$ cat src/rtl/uart_frame_parser.sv
// rtl/uart_frame_parser.sv - SYNC/LEN/payload/XOR-checksum frame parser with buffered handshake output
module uart_frame_parser #(
  parameter int         MAX_LEN      = 16,
  parameter logic [7:0] SYNC_BYTE    = 8'hA5,
  parameter int         TIMEOUT_CLKS = 4340
) (
  input  logic        i_Clock,
  input  logic        reset_n,
  input  logic        i_Rx_DV,
  input  logic [7:0]  i_Rx_Byte,
  output logic [7:0]  o_Data,
  output logic        o_Data_Valid,
  input  logic        i_Data_Ready,
  output logic        o_Last,
  output logic        o_Err,
  output logic [1:0]  o_Err_Code,
  output logic        o_Overrun,
  output logic [15:0] o_Frame_Count
);

  // Buffer is rounded up to a power of two so every index slice is exactly wide enough.
  localparam int IW    = (MAX_LEN > 1) ? $clog2(MAX_LEN) : 1;
  localparam int DEPTH = 1 << IW;
  localparam int TW    = $clog2(TIMEOUT_CLKS + 1);

  localparam logic [TW-1:0] TO_LAST   = TW'(TIMEOUT_CLKS - 1);
  localparam logic [7:0]    MAX_LEN_B = 8'(MAX_LEN);

  localparam logic [2:0] S_IDLE    = 3'd0;
  localparam logic [2:0] S_LEN     = 3'd1;
  localparam logic [2:0] S_PAYLOAD = 3'd2;
  localparam logic [2:0] S_CHECK   = 3'd3;
  localparam logic [2:0] S_OUTPUT  = 3'd4;

  logic [2:0]    state;
  logic [7:0]    len;
  logic [7:0]    wr_idx;
  logic [7:0]    rd_idx;
  logic [7:0]    xor_acc;
  logic [TW-1:0] to_cnt;
  logic [7:0]    buffer [DEPTH];

  logic [7:0] rd_next;
  logic       in_frame;
  logic       to_hit;

  assign rd_next  = rd_idx + 8'd1;
  assign in_frame = (state == S_LEN) || (state == S_PAYLOAD) || (state == S_CHECK);
  assign to_hit   = (to_cnt == TO_LAST);

  // Payload storage; contents are don't-care until written, so no reset.
  always_ff @(posedge i_Clock) begin
    if (state == S_PAYLOAD && i_Rx_DV)
      buffer[wr_idx[IW-1:0]] <= i_Rx_Byte;
  end

  // Frame FSM, checksum, output stream, error/overrun pulses and inter-byte watchdog.
  always_ff @(posedge i_Clock or negedge reset_n) begin
    if (!reset_n) begin
      state         <= S_IDLE;
      len           <= 8'd0;
      wr_idx        <= 8'd0;
      rd_idx        <= 8'd0;
      xor_acc       <= 8'd0;
      to_cnt        <= '0;
      o_Data        <= 8'h00;
      o_Data_Valid  <= 1'b0;
      o_Last        <= 1'b0;
      o_Err         <= 1'b0;
      o_Err_Code    <= 2'd0;
      o_Overrun     <= 1'b0;
      o_Frame_Count <= 16'd0;
    end else begin
      o_Err     <= 1'b0;
      o_Overrun <= 1'b0;

      case (state)
        S_IDLE: begin
          if (i_Rx_DV && i_Rx_Byte == SYNC_BYTE)
            state <= S_LEN;
        end

        S_LEN: begin
          if (i_Rx_DV) begin
            if (i_Rx_Byte == 8'd0 || i_Rx_Byte > MAX_LEN_B) begin
              state      <= S_IDLE;
              o_Err      <= 1'b1;
              o_Err_Code <= 2'd1;
            end else begin
              len     <= i_Rx_Byte;
              xor_acc <= i_Rx_Byte;
              wr_idx  <= 8'd0;
              state   <= S_PAYLOAD;
            end
          end
        end

        S_PAYLOAD: begin
          if (i_Rx_DV) begin
            xor_acc <= xor_acc ^ i_Rx_Byte;
            wr_idx  <= wr_idx + 8'd1;
            if (wr_idx + 8'd1 == len)
              state <= S_CHECK;
          end
        end

        S_CHECK: begin
          if (i_Rx_DV) begin
            if (i_Rx_Byte == xor_acc) begin
              state         <= S_OUTPUT;
              o_Frame_Count <= o_Frame_Count + 16'd1;
              rd_idx        <= 8'd0;
              o_Data        <= buffer[0];
              o_Data_Valid  <= 1'b1;
              o_Last        <= (len == 8'd1);
            end else begin
              state      <= S_IDLE;
              o_Err      <= 1'b1;
              o_Err_Code <= 2'd2;
            end
          end
        end

        S_OUTPUT: begin
          // Receiver has no backpressure, so bytes arriving now are lost and flagged.
          if (i_Rx_DV)
            o_Overrun <= 1'b1;
          if (o_Data_Valid && i_Data_Ready) begin
            if (o_Last) begin
              state        <= S_IDLE;
              o_Data_Valid <= 1'b0;
              o_Last       <= 1'b0;
            end else begin
              rd_idx <= rd_next;
              o_Data <= buffer[rd_next[IW-1:0]];
              o_Last <= (rd_next == len - 8'd1);
            end
          end
        end

        default: begin
          state        <= S_IDLE;
          o_Data_Valid <= 1'b0;
          o_Last       <= 1'b0;
        end
      endcase

      // Watchdog only runs while a frame is being collected; an arriving byte always wins.
      if (in_frame) begin
        if (i_Rx_DV) begin
          to_cnt <= '0;
        end else if (to_hit) begin
          state      <= S_IDLE;
          o_Err      <= 1'b1;
          o_Err_Code <= 2'd3;
          to_cnt     <= '0;
        end else begin
          to_cnt <= to_cnt + 1'b1;
        end
      end else begin
        to_cnt <= '0;
      end
    end
  end

endmodule

$ cat config.mk
export PLATFORM = sky130hd
export DESIGN_NAME = uart_frame_parser
export DESIGN_NICKNAME = d
export VERILOG_FILES = /design/src/rtl/uart_frame_parser.sv
export SDC_FILE = /design/constraint.sdc
export NUM_CORES = 1
export LEC_CHECK = 0
export BUFFER_PORTS_ARGS = -buffer_cell sky130_fd_sc_hd__buf_2
export CORE_MARGIN = 2
export CORE_UTILIZATION = 61
export DETAILED_ROUTE_END_ITERATION = 16
export PLACE_DENSITY = 0.78
export SYNTH_ARGS = -nofsm -noshare
export SYNTH_HDL_FRONTEND = slang
export SYNTH_SLANG_ARGS = --single-unit
export TNS_END_PERCENT = 50
$ cat constraint.sdc
create_clock -name i_Clock -period 3 [get_ports i_Clock]
set_clock_uncertainty 0.05 [all_clocks]
set_input_delay 0.15 -clock i_Clock [delete_from_list [all_inputs] [get_ports i_Clock]]
set_output_delay 0.15 -clock i_Clock [all_outputs]
set_load 0.1 [all_outputs]
==> results.tsv, run 1 <==
stage	metric	value	unit
synthesis	post-synth top area cell	edfxtp_1	
synthesis	post-synthesis cell type count	60	
power_and_ir_drop	Pwr Total	6.14	mW
sta	Slew @ Worst Pin	0.946	ns
routing	Initial DRC Count	651	
setup_path	CP Data Required Time	3.33	ns
synthesis	top cell type's share of synthesized area	41.4	%
grt	largest net degree at the start of global routing	79	
synthesis	Async SR Flop Fraction	37.9	%
synthesis	Seq/Total Area, Yosys	62.4	%
synthesis	Mapped Cells	678	
floorplan	Starting Density	61.8	%
placement	Buffers on Ports	41	
sta	WHS	0.0242	ns
setup_path	CP startpoint kind	flip-flop	
cts	CTS max path bufs	3	
cts	Sink Count	206	
sta	FMAX	408	MHz
cts	CTS tree	built	
sta	worst setup margin	0.548	ns
floorplan	Core Region	15000	um2
floorplan	Die X-Extent	127	um
sta	# setup viols final	0	
synthesis	Main synth FF type	edfxtp_1	
placement	Post-Place Setup Slack	0.533	ns
setup_path	Crit. End Element	flip-flop	
synthesis	Syn Nets	699	
grt	global-route wire length before repair	31500	um
sta	Final period util	81.7	%
grt	number of global-route vias before repair	5748	
placement	estimated wirelength of the detail-placed design	12700	um
hold_path	HP Class	in -> reg	
synthesis	most common cell in the synthesized netlist	edfxtp_1	
floorplan	Cell Rows	45	
routing	post-route ant nets	0	
power_and_ir_drop	internal power	4.73	mW
floorplan	Die Ht	127	um
sta	relative max-transition margin	36.9	%
power_and_ir_drop	Worst VDD drop	0.000401	V
synthesis	post-synthesis average cell area	13.7	um2
cts	worst skew pair latency	0.51	ns
placement	gp weighted congestion	0.846	
setup_path	kind of critical path	reg -> reg	
synthesis	Post-synth EDFFs	128	
cts	# Post-CTS Setup Buffers	0	
layout	Layout area overhead	13.6	%
grt	initial antenna violation count	1	
sta	fin. max-slew vios	0	
layout	fill count	958	
routing	vias	5862	
cts	CTS buffer count	22	
status	status	completed	
synthesis	flops & latches, synth	206	
setup_path	Worst EP arrival	2.79	ns
power_and_ir_drop	part of the power in registers	51.5	%
sta	RSZ-0062 raised after global routing	no	
grt	grt total ovfl	0	
power_and_ir_drop	combinational power share	5.9	%
grt	All-Layer GR Usage	25.4	%
layout	Final #Nets	764	
power_and_ir_drop	Switching Fraction	22.9	%
placement	Area after DPL	9840	um2
routing	drt pass-1 iters	5	
routing	wire per inst	21.3	um
synthesis	synth warn	0	
layout	design area	10600	um2
power_and_ir_drop	Psw	1.41	mW
cts	htree depth	1	
floorplan	die area	16200	um2
sta	Setup TNS	0	ns
cts	Reg clk slew, reported paths	0.06	ns
routing	Via density	6.18	
routing	Post-Route WL	20200	um
routing	DRC	0	
synthesis	cell area after synthesis	9290	um2
synthesis	largest cells by area after synthesis	edfxtp_1 (41%), dfrtp_1 (21%), mux4_2 (7.8%)	
layout	layout cell share with drive strength beyond 1	21.6	%
synthesis	synth cell count leaders	edfxtp_1 (128), dfrtp_1 (78), nand2_1 (56)	
floorplan	I/O pins	42	
power_and_ir_drop	PwrDens	581	nW/um2
job	Max Cap Viol	0	
setup_path	Max Fanout on Critical Path	18	
power_and_ir_drop	Pleak	4.10	nW
power_and_ir_drop	part of the power in the clock network	42.6	%
sta	crit path time final	2.45	ns
sta	Fin. Hold Viols	0	
cts	Root Driver	clkbuf_16	
-- through the flow --
| step | instances | utilization (%) |
|---|---|---|
| after global routing | 947 | 70.2 |
| final | 948 | 70.2 |
| after global placement | 905 | 65.4 |
| after floorplan | 678 | - |
| after CTS | 947 | 70.2 |
| after detailed placement | 905 | 65.4 |
-- power groups by stage --
| stage | Combinational [mW] | Sequential (mW) | Clock [mW] |
|---|---|---|---|
| after floorplan | 0.200 | 3.23 | 0 |
| after global placement | 0.342 | 3.20 | 0 |
| after detailed placement | 0.356 | 3.21 | 0 |
| after CTS | 0.361 | 3.15 | 2.64 |
| after global routing | 0.399 | 3.16 | 2.77 |
| final | 0.361 | 3.16 | 2.62 |
-- area by class of cell --
class	instances	area, um2	area share [%]
flip-flops and latches	206	5800	54.9
clock buffers	25	562	5.32
multi-input cells	431	3300	31.3
repair buffers	75	493	4.67
clock inverters	15	139	1.32
inverters	7	26.3	0.249
diodes	1	2.50	0.0237
well taps	188	235	2.23
-- cell families (layout without fill, tap and decap cells) --
| kind of cell | count (synthesis) | after routing | synth area share [%] |
|---|---|---|---|
| xor gates and xnor gates | 65 | 65 | 6.21 |
| AOI/OAI and AO/OA | 91 | 91 | 6.25 |
| other | 0 | 1 | 0 |
| adders and majority gates | 9 | 9 | 1.21 |
| buffers and inverters | 41 | 122 | 2.07 |
| muxes | 59 | 59 | 10.9 |
| and+or+nand+nor | 207 | 207 | 11.0 |
| DFF | 206 | 206 | 62.4 |
-- routing by layer --
metal / share of wire (%) / vias up / wire length [um] / track usage (%)
met5: 0 / - / 0 / 0
met2: 47 / 235 / 9390 / 39.4
li1: - / 2655 / - / -
met4: 2.8 / 0 / 571 / 9.24
met3: 8.1 / 40 / 1630 / 5.70
met1: 42 / 2932 / 8570 / 36.1
-- flip-flops by register name, indices dropped and copies added (netlist names) --
register / count
buffer: 128
to_cnt: 13
o_Err_Code: 2
xor_acc: 8
wr_idx: 8
rd_idx: 8
o_Frame_Count: 16
o_Overrun: 1
state: 3
len: 8
o_Err: 1
o_Last: 1
o_Data_Valid: 1
o_Data: 8
-- worst max-delay path: stages, from the launching register on --
cell and delay [ns]:
dfrtp_1 0.40, xor2_1 0.17, nor4_1 0.40, and4_1 0.54, o21a_4 0.33, nand2_4 0.09, o41ai_1 0.34
-- path summary, 6_finish.rpt --
check / from / end / slack (ns) / depth (start not counted)
max: xor_acc[3]$_DFFE_PN0P_ / rd_idx[5]$_DFFE_PN0P_ / 0.55 / 6
min: i_Rx_DV / o_Err$_DFF_PN0_ / 0.02 / 3
max reg2reg: xor_acc[3]$_DFFE_PN0P_ / rd_idx[5]$_DFFE_PN0P_ / 0.55 / 6
min reg2reg: o_Frame_Count[15]$_DFFE_PN0P_ / o_Frame_Count[15]$_DFFE_PN0P_ / 0.42 / 1
max in group asynchronous: reset_n / rd_idx[0]$_DFFE_PN0P_ / 1.95 / 2
min in group asynchronous: reset_n / o_Data[4]$_DFFE_PN0P_ / 0.30 / 2
-- cells in the final DEF (no fill, tap or decap), types with 2 or more instances in the layout --
master and n:
nor2b_1 2, a21oi_1 21, and2_1 4, clkbuf_1 3
dlygate4sd3_1 2, o21ai_0 24, nand3b_1 2, nor4_1 7
inv_6 2, bufinv_16 2, xnor2_1 33, mux4_2 32
buf_12 2, a21o_1 5, nor2_1 55, mux2i_1 10
nand4_1 7, nor3b_1 2, edfxtp_1 128, and4_1 7
clkinv_1 4, nand2b_1 5, a31oi_1 9, clkinv_2 6
o31ai_1 4, o211ai_1 10, buf_2 40, mux2_2 17
nand2_1 56, o41ai_1 3, and3_1 10, nand3_1 30
ha_1 9, dfrtp_1 77, inv_1 7, buf_4 31
nor3_1 10, xor2_1 31, clkbuf_16 22
-- what timing repair did --
item,4_1_cts,5_1_grt
setup endpoints to repair,0,0
hold endpoints to repair,79,0
hold buffers,2,0
gates resized for setup,0,0
Note: power is estimated with default switching activity, not from simulation.
==> inputs of run 2 (changes only) <==
--- a/config.mk
+++ b/config.mk
@@ -5,11 +5,12 @@
 export SDC_FILE = /design/constraint.sdc
 export NUM_CORES = 1
 export LEC_CHECK = 0
+export ABC_AREA = 1
 export BUFFER_PORTS_ARGS = -buffer_cell sky130_fd_sc_hd__buf_2
 export CORE_MARGIN = 2
-export CORE_UTILIZATION = 61
+export CORE_UTILIZATION = 62
 export DETAILED_ROUTE_END_ITERATION = 16
-export PLACE_DENSITY = 0.78
+export PLACE_DENSITY = 0.79
 export SYNTH_ARGS = -nofsm -noshare
 export SYNTH_HDL_FRONTEND = slang
 export SYNTH_SLANG_ARGS = --single-unit
==> constraint.sdc (replaced) <==
create_clock -name i_Clock -period 2.55 [get_ports i_Clock]
set_clock_uncertainty 0.05 [all_clocks]
set_input_delay 0.1275 -clock i_Clock [delete_from_list [all_inputs] [get_ports i_Clock]]
set_output_delay 0.1275 -clock i_Clock [all_outputs]
set_load 0.1 [all_outputs]
==> results.tsv, run 2 <==
stage	metric	value	unit	change
synthesis	top cell type's share of synthesized area	39.1	%	-2.2 points
power_and_ir_drop	Switching Fraction	22.8	%	-0.11 points
synthesis	Seq/Total Area, Yosys	59.0	%	-3.3 points
cts	Reg clk slew, reported paths	0.06	ns	about the same
job	Max Cap Viol	0		unchanged
sta	worst setup margin	0.248	ns	-0.300 ns
layout	fin util	71.7	%	+1.5 points
cts	CTS max path bufs	3		unchanged
setup_path	worst r2r src	rd_idx[0]$_DFFE_PN0P_		
power_and_ir_drop	Pleak	4.67	nW	+14%
grt	number of global-route vias before repair	6964		+21%
power_and_ir_drop	part of the power in registers	47.2	%	-4.3 points
sta	FMAX	434	MHz	+6.5%
layout	Sequential Area	5800	um2	unchanged
synthesis	synth warn	0		unchanged
layout	multi-input logic area	3540	um2	+7.3%
floorplan	I/O pins	42		unchanged
hold_path	HP Class	in -> reg		
grt	largest net degree at the start of global routing	71		-10%
routing	drt pass-1 iters	9		+4
placement	estimated wirelength of the detail-placed design	15500	um	+22%
floorplan	Die Ht	130	um	+1.9%
floorplan	Starting Density	62.7	%	+0.90 points
sta	crit path time final	2.30	ns	-0.150 ns
sta	Fin. Hold Viols	0		unchanged
sta	Slew @ Worst Pin	0.963	ns	+0.0170 ns
grt	All-Layer GR Usage	28.6	%	+3.2 points
layout	fill count	1179		+23%
grt	initial antenna violation count	0		-1
setup_path	CP startpoint kind	flip-flop		
synthesis	Async SR Flop Fraction	37.9	%	unchanged
synthesis	flops & latches, synth	206		unchanged
power_and_ir_drop	Pwr Total	7.62	mW	+24%
synthesis	post-synthesis average cell area	9.54	um2	-30%
synthesis	synth cell count leaders	nand2_1 (232), nor2_1 (160), edfxtp_1 (128)		
sta	# setup viols final	0		unchanged
status	status	completed		
cts	Sink Count	206		unchanged
layout	n_diodes	0		-1
sta	relative max-transition margin	35.5	%	-1.4 points
routing	vias	7620		+30%
placement	gp weighted congestion	0.939		+11%
cts	worst skew pair latency	0.50	ns	about the same
power_and_ir_drop	internal power	5.88	mW	+24%
floorplan	Die X-Extent	130	um	+1.9%
setup_path	reg2reg path depth	10		+4
floorplan	Cell Rows	46		+2.2%
setup_path	kind of critical path	reg -> reg		
power_and_ir_drop	PwrDens	679	nW/um2	+17%
routing	post-route ant nets	0		unchanged
layout	commonest non-fill, non-tap cells in the layout	nand2_1 (232), nor2_1 (160), edfxtp_1 (128)		
setup_path	Max Fanout on Critical Path	17		-1
setup_path	Crit. End Element	flip-flop		
setup_path	R2R Path End	o_Last$_DFFE_PN0P_		
cts	CTS buffer count	22		unchanged
routing	wire per inst	17.9	um	-16%
synthesis	most common cell in the synthesized netlist	nand2_1		
setup_path	worst setup path endpoint	o_Last$_DFFE_PN0P_		
synthesis	cell area after synthesis	9820	um2	+5.7%
layout	Final #Nets	1119		+46%
grt	global-route wire length before repair	37000	um	+18%
power_and_ir_drop	combinational power share	7.7	%	+1.8 points
routing	DRC	0		unchanged
layout	commonest non-fill, non-tap cell in the layout	nand2_1		
hold_path	HP Start	i_Rx_Byte[0]		
synthesis	Main synth FF type	edfxtp_1		
grt	grt total ovfl	0		unchanged
placement	Buffers on Ports	41		unchanged
sta	Setup TNS	0	ns	unchanged
layout	Layout area overhead	14.4	%	
synthesis	Syn Nets	1050		+50%
placement	Post-Place Setup Slack	0.306	ns	-0.226 ns
synthesis	Mapped Cells	1029		+52%
routing	Via density	5.73		-7.3%
power_and_ir_drop	part of the power in the clock network	45.1	%	+2.5 points
routing	Initial DRC Count	809		+24%
layout	layout cell share with drive strength beyond 1	12.8	%	-8.8 points
sta	fin. max-slew vios	0		unchanged
cts	Root Driver	clkbuf_16		
cts	CTS tree	built		
routing	Post-Route WL	23900	um	+18%
synthesis	largest cells by area after synthesis	edfxtp_1 (39%), dfrtp_1 (20%), nand2_1 (8.9%)		
synthesis	post-synthesis cell type count	39		-35%
power_and_ir_drop	Psw	1.74	mW	+24%
synthesis	post-synth top area cell	edfxtp_1		
floorplan	die area	16900	um2	+3.8%
sta	RSZ-0062 raised after global routing	no		
power_and_ir_drop	Worst VDD drop	0.000524	V	+31%
setup_path	Worst R2R Setup Slack	0.25	ns	-0.30 ns
setup_path	CP Data Required Time	2.95	ns	-0.38 ns
sta	Final period util	90.3	%	+8.5 points
layout	max reg flops	128		unchanged
cts	# Post-CTS Setup Buffers	0		unchanged
synthesis	Post-synth EDFFs	128		unchanged
floorplan	Core Region	15700	um2	+4.1%
setup_path	worst setup path start	rd_idx[0]$_DFFE_PN0P_		
setup_path	Worst EP arrival	2.70	ns	-0.09 ns
cts	htree depth	1		unchanged
==> run 2: cell types whose count changed after synthesis, moves of 15 or more <==
cell	delta
nand3_1	+45
mux4_2	-32
nand2_1	+176
xor2_1	-15
xnor2_1	-24
o21ai_0	+62
mux2_2	-17
o211ai_1	+22
nor2_1	+105
inv_1	+57
==> run 2: cells by family (layout without fill, tap and decap cells) <==
| kind of cell | after synthesis | count (layout) | synth area share, % |
|---|---|---|---|
| and+or+nand+nor | 519 | 519 | 22.7 |
| AOI/OAI and AO/OA | 153 | 153 | 8.87 |
| DFF | 206 | 206 | 59.0 |
| xor gates and xnor gates | 31 | 31 | 3.34 |
| buffers and inverters | 111 | 196 | 4.89 |
| adders and majority gates | 9 | 9 | 1.15 |
==> run 2: cell type report <==
cell class	count	area share, %
flip-flops and latches	206	51.6
well taps	216	2.41
clock buffers	26	5.22
repair buffers	83	5.04
clock inverters	14	1.73
multi-input cells	712	31.6
inverters	73	2.44
==> run 2: power by group through the flow <==
stage          Clock [mW]  Combinational (mW)  Sequential [mW]
5_1_grt              3.59               0.641             3.60
4_1_cts              3.45               0.586             3.60
3_5_place_dp            0               0.573             3.66
6_report             3.44               0.585             3.60
2_1_floorplan           0               0.281             3.75
3_3_place_gp            0               0.561             3.66
==> run 2: worst min path at each step <==
stage	slack [ns]	endpoint	cells after the start
3_5_place_dp	0.17	rd_idx[6]$_DFFE_PN0P_	1
4_1_cts	0.003	len[0]$_DFFE_PN0P_	3
5_1_grt	0.02	len[0]$_DFFE_PN0P_	3
2_1_floorplan	-0.22	len[0]$_DFFE_PN0P_	0
3_3_place_gp	0.16	rd_idx[3]$_DFFE_PN0P_	1
6_report	0.008	len[0]$_DFFE_PN0P_	3
==> run 2: repair_timing <==
item | in CTS | in global routing
gates resized for setup | 0 | 0
endpoints found under the hold margin | 57 | 0
endpoints found under the setup margin | 0 | 0
hold buffers | 7 | 0
==> run 2: per-stage QoR <==
step                      cell area, um2  cells  hold WS (ns)
after floorplan                     9820   1029        -0.218
after detailed placement           10400   1283         0.171
after CTS                          11200   1330       0.00270
after global placement             10400   1283         0.163
after global routing               11200   1330        0.0250
final                              11200   1330       0.00768
==> run 2: routing by layer <==
metal  part of all wire [%]  vias to the layer above  wire length, um  track usage [%]
met4                    2.8                        0              680             9.23
li1                       -                     3638                -                -
met2                     49                      328            11800             47.9
met3                    7.4                       70             1780             4.39
met1                     40                     3584             9600             38.9
met5                      0                        -                0                0
==> run 2: critical path, stage by stage (launching register included) <==
cell	delay (ns)
dfrtp_2	0.46
ha_2	0.29
xnor2_2	0.79
nand2_1	0.10
nand2_1	0.10
nand3_1	0.07
nor2_1	0.11
nand4_1	0.10
nand2_1	0.08
nand2_1	0.05
nand2_1	0.05
==> inputs of run 3 (changes only) <==
--- a/config.mk
+++ b/config.mk
@@ -9,7 +9,9 @@
 export BUFFER_PORTS_ARGS = -buffer_cell sky130_fd_sc_hd__buf_2
 export CORE_MARGIN = 2
 export CORE_UTILIZATION = 62
+export CTS_CLUSTER_SIZE = 30
 export DETAILED_ROUTE_END_ITERATION = 16
+export MAX_ROUTING_LAYER = met4
 export PLACE_DENSITY = 0.79
 export SYNTH_ARGS = -nofsm -noshare
 export SYNTH_HDL_FRONTEND = slang
==> results.tsv, run 3 (synthesized netlist as in run 2, its figures left out) <==
stage	metric	value	unit	change
layout	max reg flops	128		unchanged
sta	worst setup margin	0.256	ns	+0.00807 ns
floorplan	Core Region	15700	um2	unchanged
grt	grt total ovfl	0		unchanged
sta	Fin. Hold Viols	0		unchanged
floorplan	Die Ht	130	um	unchanged
sta	RSZ-0062 raised after global routing	no		
layout	Final #Nets	1119		unchanged
power_and_ir_drop	part of the power in registers	47.2	%	about the same
grt	number of global-route vias before repair	6943		-0.30%
power_and_ir_drop	Worst VDD drop	0.000524	V	about the same
floorplan	I/O pins	42		unchanged
cts	Reg clk slew, reported paths	0.07	ns	about the same
sta	Setup TNS	0	ns	unchanged
hold_path	HP Start	i_Rx_Byte[0]		
job	Max Cap Viol	0		unchanged
placement	Area after DPL	10400	um2	unchanged
routing	drt pass-1 iters	7		-2
layout	fill count	1179		unchanged
grt	initial antenna violation count	0		unchanged
setup_path	Worst EP arrival	2.69	ns	about the same
placement	Post-Place Setup Slack	0.306	ns	unchanged
grt	largest net degree at the start of global routing	71		unchanged
layout	fin util	71.7	%	unchanged
cts	# Post-CTS Setup Buffers	0		unchanged
setup_path	critical path's slowest cell	xnor2_2		
routing	post-route ant nets	0		unchanged
setup_path	Max Fanout on Critical Path	17		unchanged
floorplan	Cell Rows	46		unchanged
sta	crit path time final	2.29	ns	-0.00807 ns
placement	gp weighted congestion	0.956		+1.8%
routing	Post-Route WL	23900	um	about the same
floorplan	Starting Density	62.7	%	unchanged
sta	fin. max-slew vios	0		unchanged
placement	Buffers on Ports	41		unchanged
power_and_ir_drop	combinational power share	7.7	%	about the same
sta	Slew @ Worst Pin	0.957	ns	-0.00555 ns
status	status	completed		
power_and_ir_drop	Pwr Total	7.62	mW	about the same
routing	Initial DRC Count	777		-4.0%
cts	Sink Count	206		unchanged
layout	commonest non-fill, non-tap cell in the layout	nand2_1		
cts	CTS max path bufs	3		unchanged
setup_path	CP Data Required Time	2.95	ns	about the same
cts	worst skew pair latency	0.50	ns	about the same
sta	Final period util	89.9	%	-0.32 points
setup_path	worst path bufs/invs	0		unchanged
cts	Root Driver	clkbuf_16		
cts	CTS tree	built		
routing	Via density	5.74		+0.14%
layout	Layout area overhead	14.4	%	unchanged
routing	wire per inst	17.9	um	about the same
power_and_ir_drop	Switching Fraction	22.8	%	about the same
cts	CTS buffer count	22		unchanged
setup_path	worst setup path start	rd_idx[0]$_DFFE_PN0P_		
power_and_ir_drop	PwrDens	679	nW/um2	about the same
layout	n_diodes	0		unchanged
cts	htree depth	1		unchanged
floorplan	Die X-Extent	130	um	unchanged
power_and_ir_drop	part of the power in the clock network	45.1	%	about the same
layout	design area	11200	um2	unchanged
setup_path	CP startpoint kind	flip-flop		
setup_path	worst r2r src	rd_idx[0]$_DFFE_PN0P_		
grt	global-route wire length before repair	37100	um	about the same
power_and_ir_drop	internal power	5.88	mW	about the same
setup_path	crit-path cells	ha_2 > xnor2_2 > nand2_1 > nand2_1 > nand3_1 > nor2_1 > nand4_1 > nand2_1 > nand2_1 > nand2_1		
sta	FMAX	436	MHz	+0.35%
power_and_ir_drop	Pleak	4.67	nW	unchanged
floorplan	die area	16900	um2	unchanged
layout	commonest non-fill, non-tap cells in the layout	nand2_1 (232), nor2_1 (160), edfxtp_1 (128)		
grt	All-Layer GR Usage	29.5	%	+0.92 points
hold_path	HP Class	in -> reg		
routing	DRC	0		unchanged
setup_path	Crit. End Element	flip-flop		
placement	estimated wirelength of the detail-placed design	15500	um	unchanged
sta	relative max-transition margin	35.9	%	+0.37 points
layout	layout cell share with drive strength beyond 1	12.8	%	unchanged
sta	# setup viols final	0		unchanged
setup_path	CP max stage delay	0.78	ns	about the same
power_and_ir_drop	Psw	1.74	mW	about the same
setup_path	kind of critical path	reg -> reg		
routing	vias	7631		+0.14%
setup_path	Top delay family on crit path	XOR/XNOR gates		
setup_path	CP dominant cell by count	nand2_1		
run 3: cell counts in the layout (fill, tap and decap cells not counted):
Identical to the previous run, type by type.
run 3: power groups by stage:
| stage | sequential (mW) | combinational [mW] | clock, mW |
|---|---|---|---|
| global route | 3.60 | 0.641 | 3.59 |
| floorplan | 3.75 | 0.281 | 0 |
| detailed placement | 3.66 | 0.573 | 0 |
| CTS | 3.60 | 0.586 | 3.45 |
| finish | 3.60 | 0.586 | 3.44 |
| global placement | 3.66 | 0.561 | 0 |
run 3: worst paths after layout:
kind / endpoint / slack (ns) / cells after the start
worst min register to register: to_cnt[0]$_DFF_PN0_ / 0.41 / 1
worst min-delay path: len[0]$_DFFE_PN0P_ / 0.008 / 3
worst max register to register: o_Last$_DFFE_PN0P_ / 0.26 / 10
min in group asynchronous: rd_idx[7]$_DFFE_PN0P_ / 0.16 / 2
worst max-delay path: o_Last$_DFFE_PN0P_ / 0.26 / 10
max in group asynchronous: to_cnt[10]$_DFF_PN0_ / 1.66 / 3
run 3: repair_timing:
| item | CTS | global route |
|---|---|---|
| endpoints found under the hold margin | 57 | 0 |
| hold buffers | 7 | 0 |
| resized for setup | 0 | 0 |
run 3: metal layers:
| layer | part of all wire (%) | GRT usage [%] | vias to the layer above |
|---|---|---|---|
| li1 | - | - | 3634 |
| met1 | 40 | 39.2 | 3613 |
| met2 | 50 | 48.0 | 329 |
| met3 | 7.4 | 4.14 | 55 |
| met4 | 2.4 | 8.86 | 0 |
| met5 | 0 | - | - |
run 3: metrics by stage:
stage | instances | hold slack (ns)
after global placement | 1283 | 0.163
after floorplan | 1029 | -0.218
after CTS | 1330 | 0.00270
final | 1330 | 0.00840
after global routing | 1330 | 0.0250
after detailed placement | 1283 | 0.171
run 3: final cells by class:
cell class                      count  area [um2]  share of cell area [%]
Inverter                           73         274                    2.44
Clock inverter                     14         194                    1.73
Timing Repair Buffer               83         566                    5.04
Sequential cell                   206        5800                    51.6
Clock buffer                       26         587                    5.22
Tap cell                          216         270                    2.41
Multi-Input combinational cell    712        3540                    31.6
run 3: worst reg2reg max path, cell delays in order, from the launching register on:
cell,delay [ns]
dfrtp_2,0.46
ha_2,0.29
xnor2_2,0.78
nand2_1,0.10
nand2_1,0.10
nand3_1,0.07
nor2_1,0.11
nand4_1,0.10
nand2_1,0.08
nand2_1,0.05
nand2_1,0.05
